--- src/rtl/stream_upsizer_if.sv ---
// Byte-in / word-out stream bundle for stream_upsizer.
// master drives the byte stream and accepts words; slave is the upsizer itself.
interface stream_upsizer_if #(
  parameter int unsigned IN_WIDTH = 8,
  parameter int unsigned RATIO    = 4
);
  localparam int unsigned OUT_WIDTH = IN_WIDTH * RATIO;

  logic                 upstream_vld;
  logic                 upstream_rdy;
  logic [IN_WIDTH-1:0]  upstream_data;
  logic                 upstream_last;

  logic                 downstream_vld;
  logic                 downstream_rdy;
  logic [OUT_WIDTH-1:0] downstream_data;
  logic [RATIO-1:0]     downstream_keep;
  logic                 downstream_last;

  modport master (
    output upstream_vld, upstream_data, upstream_last, downstream_rdy,
    input  upstream_rdy, downstream_vld, downstream_data, downstream_keep, downstream_last
  );

  modport slave (
    input  upstream_vld, upstream_data, upstream_last, downstream_rdy,
    output upstream_rdy, downstream_vld, downstream_data, downstream_keep, downstream_last
  );
endinterface

--- src/rtl/stream_upsizer.sv ---
// Packs RATIO consecutive input beats into one wide word with keep mask and last flag.
// Full-rate at word boundaries; a packet's last beat flushes a partial word early.
module stream_upsizer #(
  parameter int unsigned IN_WIDTH = 8,
  parameter int unsigned RATIO    = 4
) (
  input logic             clk,
  input logic             rst,
  stream_upsizer_if.slave bus
);
  localparam int unsigned OUT_WIDTH = IN_WIDTH * RATIO;
  localparam int unsigned CntW      = $clog2(RATIO);
  localparam logic [CntW-1:0] LastLane = CntW'(RATIO - 1);

  logic [OUT_WIDTH-1:0] acc_data_q, acc_data_d;
  logic [CntW-1:0]      acc_cnt_q, acc_cnt_d;
  logic                 acc_closed_q, acc_closed_d;

  logic                 out_vld_q, out_vld_d;
  logic [OUT_WIDTH-1:0] out_data_q, out_data_d;
  logic [RATIO-1:0]     out_keep_q, out_keep_d;
  logic                 out_last_q, out_last_d;

  logic                 out_free;
  logic                 push;
  logic                 complete;
  logic [OUT_WIDTH-1:0] merged;
  logic [RATIO-1:0]     keep_incl;
  logic [RATIO-1:0]     keep_excl;

  assign out_free = !out_vld_q | bus.downstream_rdy;
  assign bus.upstream_rdy = !rst & !acc_closed_q & ((acc_cnt_q != LastLane) | out_free);
  assign push     = bus.upstream_vld & bus.upstream_rdy;
  assign complete = (acc_cnt_q == LastLane) | bus.upstream_last;

  assign bus.downstream_vld  = out_vld_q;
  assign bus.downstream_data = out_data_q;
  assign bus.downstream_keep = out_keep_q;
  assign bus.downstream_last = out_last_q;

  // Lanes above acc_cnt are always zero in the accumulator, so merging keeps unused lanes clear.
  always_comb begin
    merged = acc_data_q;
    merged[32'(acc_cnt_q) * IN_WIDTH +: IN_WIDTH] = bus.upstream_data;
    for (int unsigned i = 0; i < RATIO; i++) begin
      keep_incl[i] = (i <= 32'(acc_cnt_q));
      keep_excl[i] = (i < 32'(acc_cnt_q));
    end
  end

  always_comb begin
    acc_data_d   = acc_data_q;
    acc_cnt_d    = acc_cnt_q;
    acc_closed_d = acc_closed_q;
    out_vld_d    = out_vld_q;
    out_data_d   = out_data_q;
    out_keep_d   = out_keep_q;
    out_last_d   = out_last_q;

    if (bus.downstream_rdy) begin
      out_vld_d = 1'b0;
    end

    if (acc_closed_q) begin
      // Closed word already holds its last beat; it only waits for the output slot.
      if (out_free) begin
        out_vld_d    = 1'b1;
        out_data_d   = acc_data_q;
        out_keep_d   = keep_excl;
        out_last_d   = 1'b1;
        acc_data_d   = '0;
        acc_cnt_d    = '0;
        acc_closed_d = 1'b0;
      end
    end else if (push) begin
      if (!complete) begin
        acc_data_d = merged;
        acc_cnt_d  = acc_cnt_q + CntW'(1);
      end else if (out_free) begin
        out_vld_d  = 1'b1;
        out_data_d = merged;
        out_keep_d = keep_incl;
        out_last_d = bus.upstream_last;
        acc_data_d = '0;
        acc_cnt_d  = '0;
      end else begin
        acc_data_d   = merged;
        acc_cnt_d    = acc_cnt_q + CntW'(1);
        acc_closed_d = 1'b1;
      end
    end
  end

  always_ff @(posedge clk) begin
    if (rst) begin
      acc_data_q   <= '0;
      acc_cnt_q    <= '0;
      acc_closed_q <= 1'b0;
      out_vld_q    <= 1'b0;
      out_data_q   <= '0;
      out_keep_q   <= '0;
      out_last_q   <= 1'b0;
    end else begin
      acc_data_q   <= acc_data_d;
      acc_cnt_q    <= acc_cnt_d;
      acc_closed_q <= acc_closed_d;
      out_vld_q    <= out_vld_d;
      out_data_q   <= out_data_d;
      out_keep_q   <= out_keep_d;
      out_last_q   <= out_last_d;
    end
  end
endmodule
--- src/flat_wrapper.sv ---
// flat-port wrapper written by rule: the top's interface ports become plain ports
module stream_upsizer_flat 
#(
  parameter int unsigned IN_WIDTH = 8,
  parameter int unsigned RATIO    = 4
)
  (clk, rst, bus_upstream_vld, bus_upstream_data, bus_upstream_last, bus_downstream_rdy, bus_upstream_rdy, bus_downstream_vld, bus_downstream_data, bus_downstream_keep, bus_downstream_last);
  stream_upsizer_if #(.IN_WIDTH(IN_WIDTH), .RATIO(RATIO)) bus_i ();
  input logic clk;
  input logic rst;
  input wire logic [$bits(bus_i.upstream_vld)-1:0] bus_upstream_vld;
  input wire logic [$bits(bus_i.upstream_data)-1:0] bus_upstream_data;
  input wire logic [$bits(bus_i.upstream_last)-1:0] bus_upstream_last;
  input wire logic [$bits(bus_i.downstream_rdy)-1:0] bus_downstream_rdy;
  output wire logic [$bits(bus_i.upstream_rdy)-1:0] bus_upstream_rdy;
  output wire logic [$bits(bus_i.downstream_vld)-1:0] bus_downstream_vld;
  output wire logic [$bits(bus_i.downstream_data)-1:0] bus_downstream_data;
  output wire logic [$bits(bus_i.downstream_keep)-1:0] bus_downstream_keep;
  output wire logic [$bits(bus_i.downstream_last)-1:0] bus_downstream_last;
  assign bus_i.upstream_vld = bus_upstream_vld;
  assign bus_i.upstream_data = bus_upstream_data;
  assign bus_i.upstream_last = bus_upstream_last;
  assign bus_i.downstream_rdy = bus_downstream_rdy;
  assign bus_upstream_rdy = bus_i.upstream_rdy;
  assign bus_downstream_vld = bus_i.downstream_vld;
  assign bus_downstream_data = bus_i.downstream_data;
  assign bus_downstream_keep = bus_i.downstream_keep;
  assign bus_downstream_last = bus_i.downstream_last;
  stream_upsizer #(.IN_WIDTH(IN_WIDTH), .RATIO(RATIO)) u_core (.clk(clk), .rst(rst), .bus(bus_i));
endmodule
--- config.mk ---
export PLATFORM = sky130hd
export DESIGN_NAME = stream_upsizer_flat
export DESIGN_NICKNAME = d
export VERILOG_FILES = /design/src/rtl/stream_upsizer_if.sv /design/src/rtl/stream_upsizer.sv /design/src/flat_wrapper.sv
export SDC_FILE = /design/constraint.sdc
export NUM_CORES = 1
export LEC_CHECK = 0
export ABC_AREA = 1
export CORE_AREA = 2 2 101 103
export CTS_CLUSTER_DIAMETER = 80
export CTS_CLUSTER_SIZE = 40
export DETAILED_ROUTE_END_ITERATION = 8
export DIE_AREA = 0 0 103 105
export MAX_ROUTING_LAYER = met4
export PLACE_DENSITY_LB_ADDON = 0.15
export SYNTH_ARGS = -nofsm -noshare
export SYNTH_HDL_FRONTEND = slang
export SYNTH_SLANG_ARGS = --single-unit
--- constraint.sdc ---
create_clock -name clk -period 2.75 [get_ports clk]
set_clock_uncertainty 0.2 [all_clocks]
set_input_delay 0.825 -clock clk [delete_from_list [all_inputs] [get_ports clk]]
set_output_delay 0.825 -clock clk [all_outputs]
set_load 0.01 [all_outputs]
# Word-level counts from Yosys, hierarchy flattened
# Cells that the tools add are included.
dict set report word_totals {
  register_bits 73
  out_inout_bits 39
}
dict set report classes {
  add_sub_neg 2
  n_lt_le_gt_ge 6
  eq_ne 3
  shift 2
  muxes 35
  n_bitwise 6
  n_reduce_logical 7
}
# operator count
set op_table {}
lappend op_table {{two-way mux 32 bit} 10}
lappend op_table {{negation 5 -> 34 bit} 1}
lappend op_table {{variable shift 8 x 34 -> 32 bit, first input constant} 1}
lappend op_table {{indexed part select 8 x 34 -> 32 bit} 1}
lappend op_table {{bitwise mux 32 bit} 1}
lappend op_table {{two-way mux 4 bit} 5}
lappend op_table {{two-way mux 1 bit} 14}
lappend op_table {{two-way mux 2 bit} 5}
lappend op_table {{less-or-equal comparator 2 bit, first input constant} 2}
lappend op_table {{less-than comparator 1 x 2 -> 1 bit, first input constant} 2}
lappend op_table {{!= test 2 bit, second input constant} 2}
lappend op_table {{nonzero test 2 bit} 2}
lappend op_table {{AND 1 bit} 3}
lappend op_table {{logical NOT 1 bit} 3}
lappend op_table {{bitwise OR 1 bit} 3}
lappend op_table {{AND reduction 3 bit} 1}
lappend op_table {{adder 2 x 1 -> 2 bit, second input constant} 1}
lappend op_table {{== test 2 bit, second input constant} 1}
lappend op_table {{less-or-equal comparator 1 x 2 -> 1 bit, first input constant} 1}
lappend op_table {{less-than comparator 2 bit, first input constant} 1}
lappend op_table {{AND reduction 2 bit} 1}

# Depth between registers and ports, before layout
dict set report depth {
  ltp_word 7
  mapped_depth 12
  depth_no_buf 11
}

# Worst setup path before layout
# Ideal clock, no wire load.
dict set report synth_timing {
  path_type {in2out}
  startpoint {in bus_downstream_rdy}
  endpoint {out bus_upstream_rdy}
  t_arrival_ns 1.170
  required_ns 1.725
  setup_slack_ns 0.555
  path_stages 4
  path_cell_list {inv_1 -> nand3_1 -> nand2_1 -> inv_1}
}
dict set report synth_via {
  elab_chain_cells 3
}
# item line_no
set synth_rtl {}
lappend synth_rtl {{from (decl)} flat_wrapper.sv:14} ;# input wire logic [$bits(bus_i.downstream_rdy)-1:0] bus_downstream_rdy;
lappend synth_rtl {{bitwise OR 1 bit} stream_upsizer.sv:31} ;# assign out_free = !out_vld_q | bus.downstream_rdy;
lappend synth_rtl {{bitwise OR 1 bit} stream_upsizer.sv:32} ;# assign bus.upstream_rdy = !rst & !acc_closed_q & ((acc_cnt_q != LastLane) | out_free);
lappend synth_rtl {{AND 1 bit} stream_upsizer.sv:32}
lappend synth_rtl {{to (decl)} flat_wrapper.sv:15} ;# output wire logic [$bits(bus_i.upstream_rdy)-1:0] bus_upstream_rdy;
# Every way passes these cells.

# Worst setup path after layout
# Ends and elaborated chain as after synthesis.

==> Flow_metrics.wiki <==
{| class="wikitable"
! Metric !! Value
|-
| Data arrival time of the critical path || between 1.5 and 2 ns
|-
| Syn_area_per_cell || between 6 and 7 um2
|-
| Total of flip-flops plus latches after synthesis || 73
|-
| Sequential share of the synthesized area || 38.1%
|-
| Average routed wire per standard cell || between 10 and 15 um
|-
| CP max stage cell || clkdlybuf4s50_1
|-
| Clock transition at path regs || roughly 0.07 ns
|-
| Starting density of the core || about 40%
|-
| Post-Layout Cell Count || about 800
|-
| Total core area || 0.00964 mm2
|-
| Area occupied by multi-input gates || a little under 0.002 mm2
|-
| Reg-to-Reg Start || u_core.acc_cnt_q[0]
|-
| Highest cell delay on the worst timing path || around 0.40 ns
|-
| Gate count after technology mapping || about 600
|-
| CP startpoint || bus_downstream_rdy
|-
| Overflow after GRT || 0
|-
| Highest ir drop seen on vdd || 0.208 mV
|-
| I/O pin cnt || 52
|-
| Max-slew violation count || 0
|-
| Post-Route WL || approximately 9 mm
|-
| Sequence of cells on the critical path || clkdlybuf4s50_1, inv_1, nand3_2, nand2_1, inv_1, buf_2
|-
| Setup repair after global routing missed its margin || no
|-
| Setup violations, final || 0
|-
| Global-route wire length before repair || 15.8 mm
|-
| Die Outline Area || 0.0108 mm2
|-
| Sort of element at the end of the critical path || primary output
|-
| FF/Latch Area || ~0.0015 mm2
|-
| Type of the worst min-delay path || reg2reg
|-
| H-tree depth || 3
|-
| Worst endpoint required time || roughly 1.7 ns
|-
| Detailed-route via count || about 3,700
|-
| Final antenna diode count || 0
|-
| Warning count from the yosys run || 0
|-
| Longest Clk Path Bufs || 2
|-
| Worst path buffer plus inverter count || 4
|-
| CTS sink count || 73
|-
| Antenna violations before repair || 0
|-
| Min Clock Period, post-route || ~2.6 ns
|-
| Violation count after the first detailed-routing iteration || 187
|-
| Post-Route Utilization || around 48%
|-
| Maximum achievable frequency || between 300 and 400 MHz
|-
| Synthesized netlist net count || between 600 and 700
|-
| Outcome || finished, final reports clean
|-
| Antenna-violating nets left || 0
|-
| Via count of the first global-routing pass || approximately 3,400
|-
| Cell Count Post-Placement || approximately 760
|-
| Slew Limit Headroom || between 60% and 70%
|-
| Distinct cells, synth || 22
|-
| Cell class contributing the biggest share of worst-path delay || buffers and inverters
|-
| GRT Resource Usage Total || between 10% and 20%
|-
| Number of hold violations in the final report || 0
|-
| Placer congestion estimate || roughly 0.86
|-
| Clock latency on the worst-skew pair || about 0.34 ns
|-
| CTS buffer count || 9
|-
| Share of final-layout standard cells stronger than drive strength 1 || around 7.0%
|-
| TritonCTS clock tree || built
|-
| HPWL after detailed placement || roughly 6.3 mm
|-
| Hold Path Origin || u_core.bus.downstream_keep[0]
|-
| Crit Path Max Fanout || 2
|-
| Layout net count || 661
|-
| Pin count of the biggest net entering global routing || 43
|-
| Area added between synthesis and finish || 19.9%
|-
| Worst Setup Start Kind || primary input
|-
| Number of fill cells in the layout || between 1,000 and 1,500
|-
| Chip Height || 105 um
|-
| Detailed-router iteration count before antenna repair || 5
|-
| Std cell rows || 36
|-
| Cell area after technology mapping || roughly 0.0038 mm2
|-
| Overall die width || around 100 um
|-
| Count of input and output buffers || a little over 50
|-
| Average via count per standard cell || 4.70
|-
| Worst-margin pin slew || 0.491 ns
|-
| Total of max-cap violations || 0
|-
| Class of the most critical setup path || in2out
|-
| Most frequent cell on the critical path || inv_1
|-
| Buffer cell driving the clock tree root || clkbuf_8
|-
| Number of DRC violations after detailed routing || 0
|-
| Share of the clock period used by the worst path after layout || between 90% and 100%
|-
| Number of buffers added for setup after CTS || 0
|-
| Cell area power density || between 400 and 500 mW/mm2
|-
| Static Leak || 0.00201 uW
|}
[Yosys cell counts]
cell type	n	area share [%]
nand3_4	2	0.91
buf_2	8	1.0
o21ai_0	37	4.8
nand3_1	44	5.7
buf_6	7	2.1
o21a_1	6	1.2
inv_2	2	0.20
nor2_2	2	0.33
clkbuf_1	8	0.78
nor2_1	89	8.7
nand2_2	2	0.33
o21ai_1	10	1.3
buf_4	6	1.2
o21ai_2	3	0.68
nand2_1	194	19
inv_1	58	5.7
dfxtp_1	73	38
nor2_4	4	1.2
nand2_4	2	0.59
nand4_1	2	0.33
a21oi_1	31	4.0
ha_1	6	2.0
[cell usage in the layout, fill, tap and decap left out]
cell,instances
a21oi_1,31
buf_12,2
buf_2,1
buf_4,11
clkbuf_1,3
clkbuf_8,9
clkdlybuf4s50_1,49
clkinv_2,4
dfxtp_1,73
dlymetal6s2s_1,1
ha_1,6
inv_1,58
inv_2,2
nand2_1,194
nand2_2,2
nand2_4,2
nand3_1,43
nand3_2,1
nand3_4,2
nand4_1,2
nor2_1,89
nor2_2,2
nor2_4,4
o21a_1,6
o21ai_0,37
o21ai_1,10
o21ai_2,3
[through the flow]
stage	hold WS [ns]	cell area [um2]	power (uW)	setup WS [ns]	setup TNS (ns)
3_5_place_dp	0.244	4450	1450	-0.316	-0.316
6_report	0.249	4600	2140	0.114	0
5_1_grt	0.269	4600	2250	0.0734	0
3_3_place_gp	0.238	4450	1440	-0.300	-0.300
4_1_cts	0.254	4610	2170	0.0152	0
2_1_floorplan	0.246	3840	1330	0.555	0
[worst paths after layout]
kind                                          to  slack [ns]  cells past startpoint
setup / recovery                bus_upstream_rdy        0.11                      6
hold reg to reg    u_core.bus.downstream_keep[0]        0.25                      2
setup reg to reg  u_core.bus.downstream_data[23]        0.55                     12
hold / removal     u_core.bus.downstream_keep[0]        0.25                      2
[tightest hold or removal path: stages, from the launching register on]
cell and delay (ns):
dfxtp_1 0.31, inv_1 0.05, a21oi_1 0.05
[kinds of logic (layout without fill, tap and decap cells)]
| family | Yosys count | after routing | synth area share, % |
|---|---|---|---|
| DFF | 73 | 73 | 38.1 |
| AOI/OAI and AO/OA | 87 | 87 | 12.0 |
| buffers and inverters | 89 | 140 | 10.9 |
| adders and majority gates | 6 | 6 | 1.95 |
| and+or+nand+nor | 341 | 341 | 37.0 |
[sequential cells by signal (all words and copies together), names as in the netlist]
signal,cells
u_core.bus.downstream_vld,1
u_core.bus.downstream_data,32
u_core.acc_data_q,32
u_core.acc_cnt_q,2
u_core.bus.downstream_keep,4
u_core.acc_closed_q,1
u_core.bus.downstream_last,1
[routing by layer]
layer  global-route usage (%)  up-vias  routed length, um
li1                         -     1942                  -
met1                     25.8     1628               4620
met2                     27.1       84               3930
met3                     2.34       15                318
met4                     7.05        0                176
met5                        -        -                  0
[final cells by class]
type | count | area share (%)
Clock buffer | 12 | 2.94
Clock inverter | 4 | 0.435
Inverter | 60 | 4.89
Multi-Input combinational cell | 434 | 42.7
Sequential cell | 73 | 31.7
Tap cell | 133 | 3.62
Timing Repair Buffer | 64 | 13.7
[power by group]
part           switching, uW  total, uW  internal, uW
clock                    400        723           323
combinational            174        306           133
sequential              19.2       1110          1090
total                    593       2140          1550
[what timing repair did]
item                                    CTS  global route
hold buffers                              0             0
hold endpoints to repair                  0             0
pin swaps                                 0             0
gates resized for setup                   4             2
endpoints found under the setup margin    1             1
(Power assumes the default switching activity.)
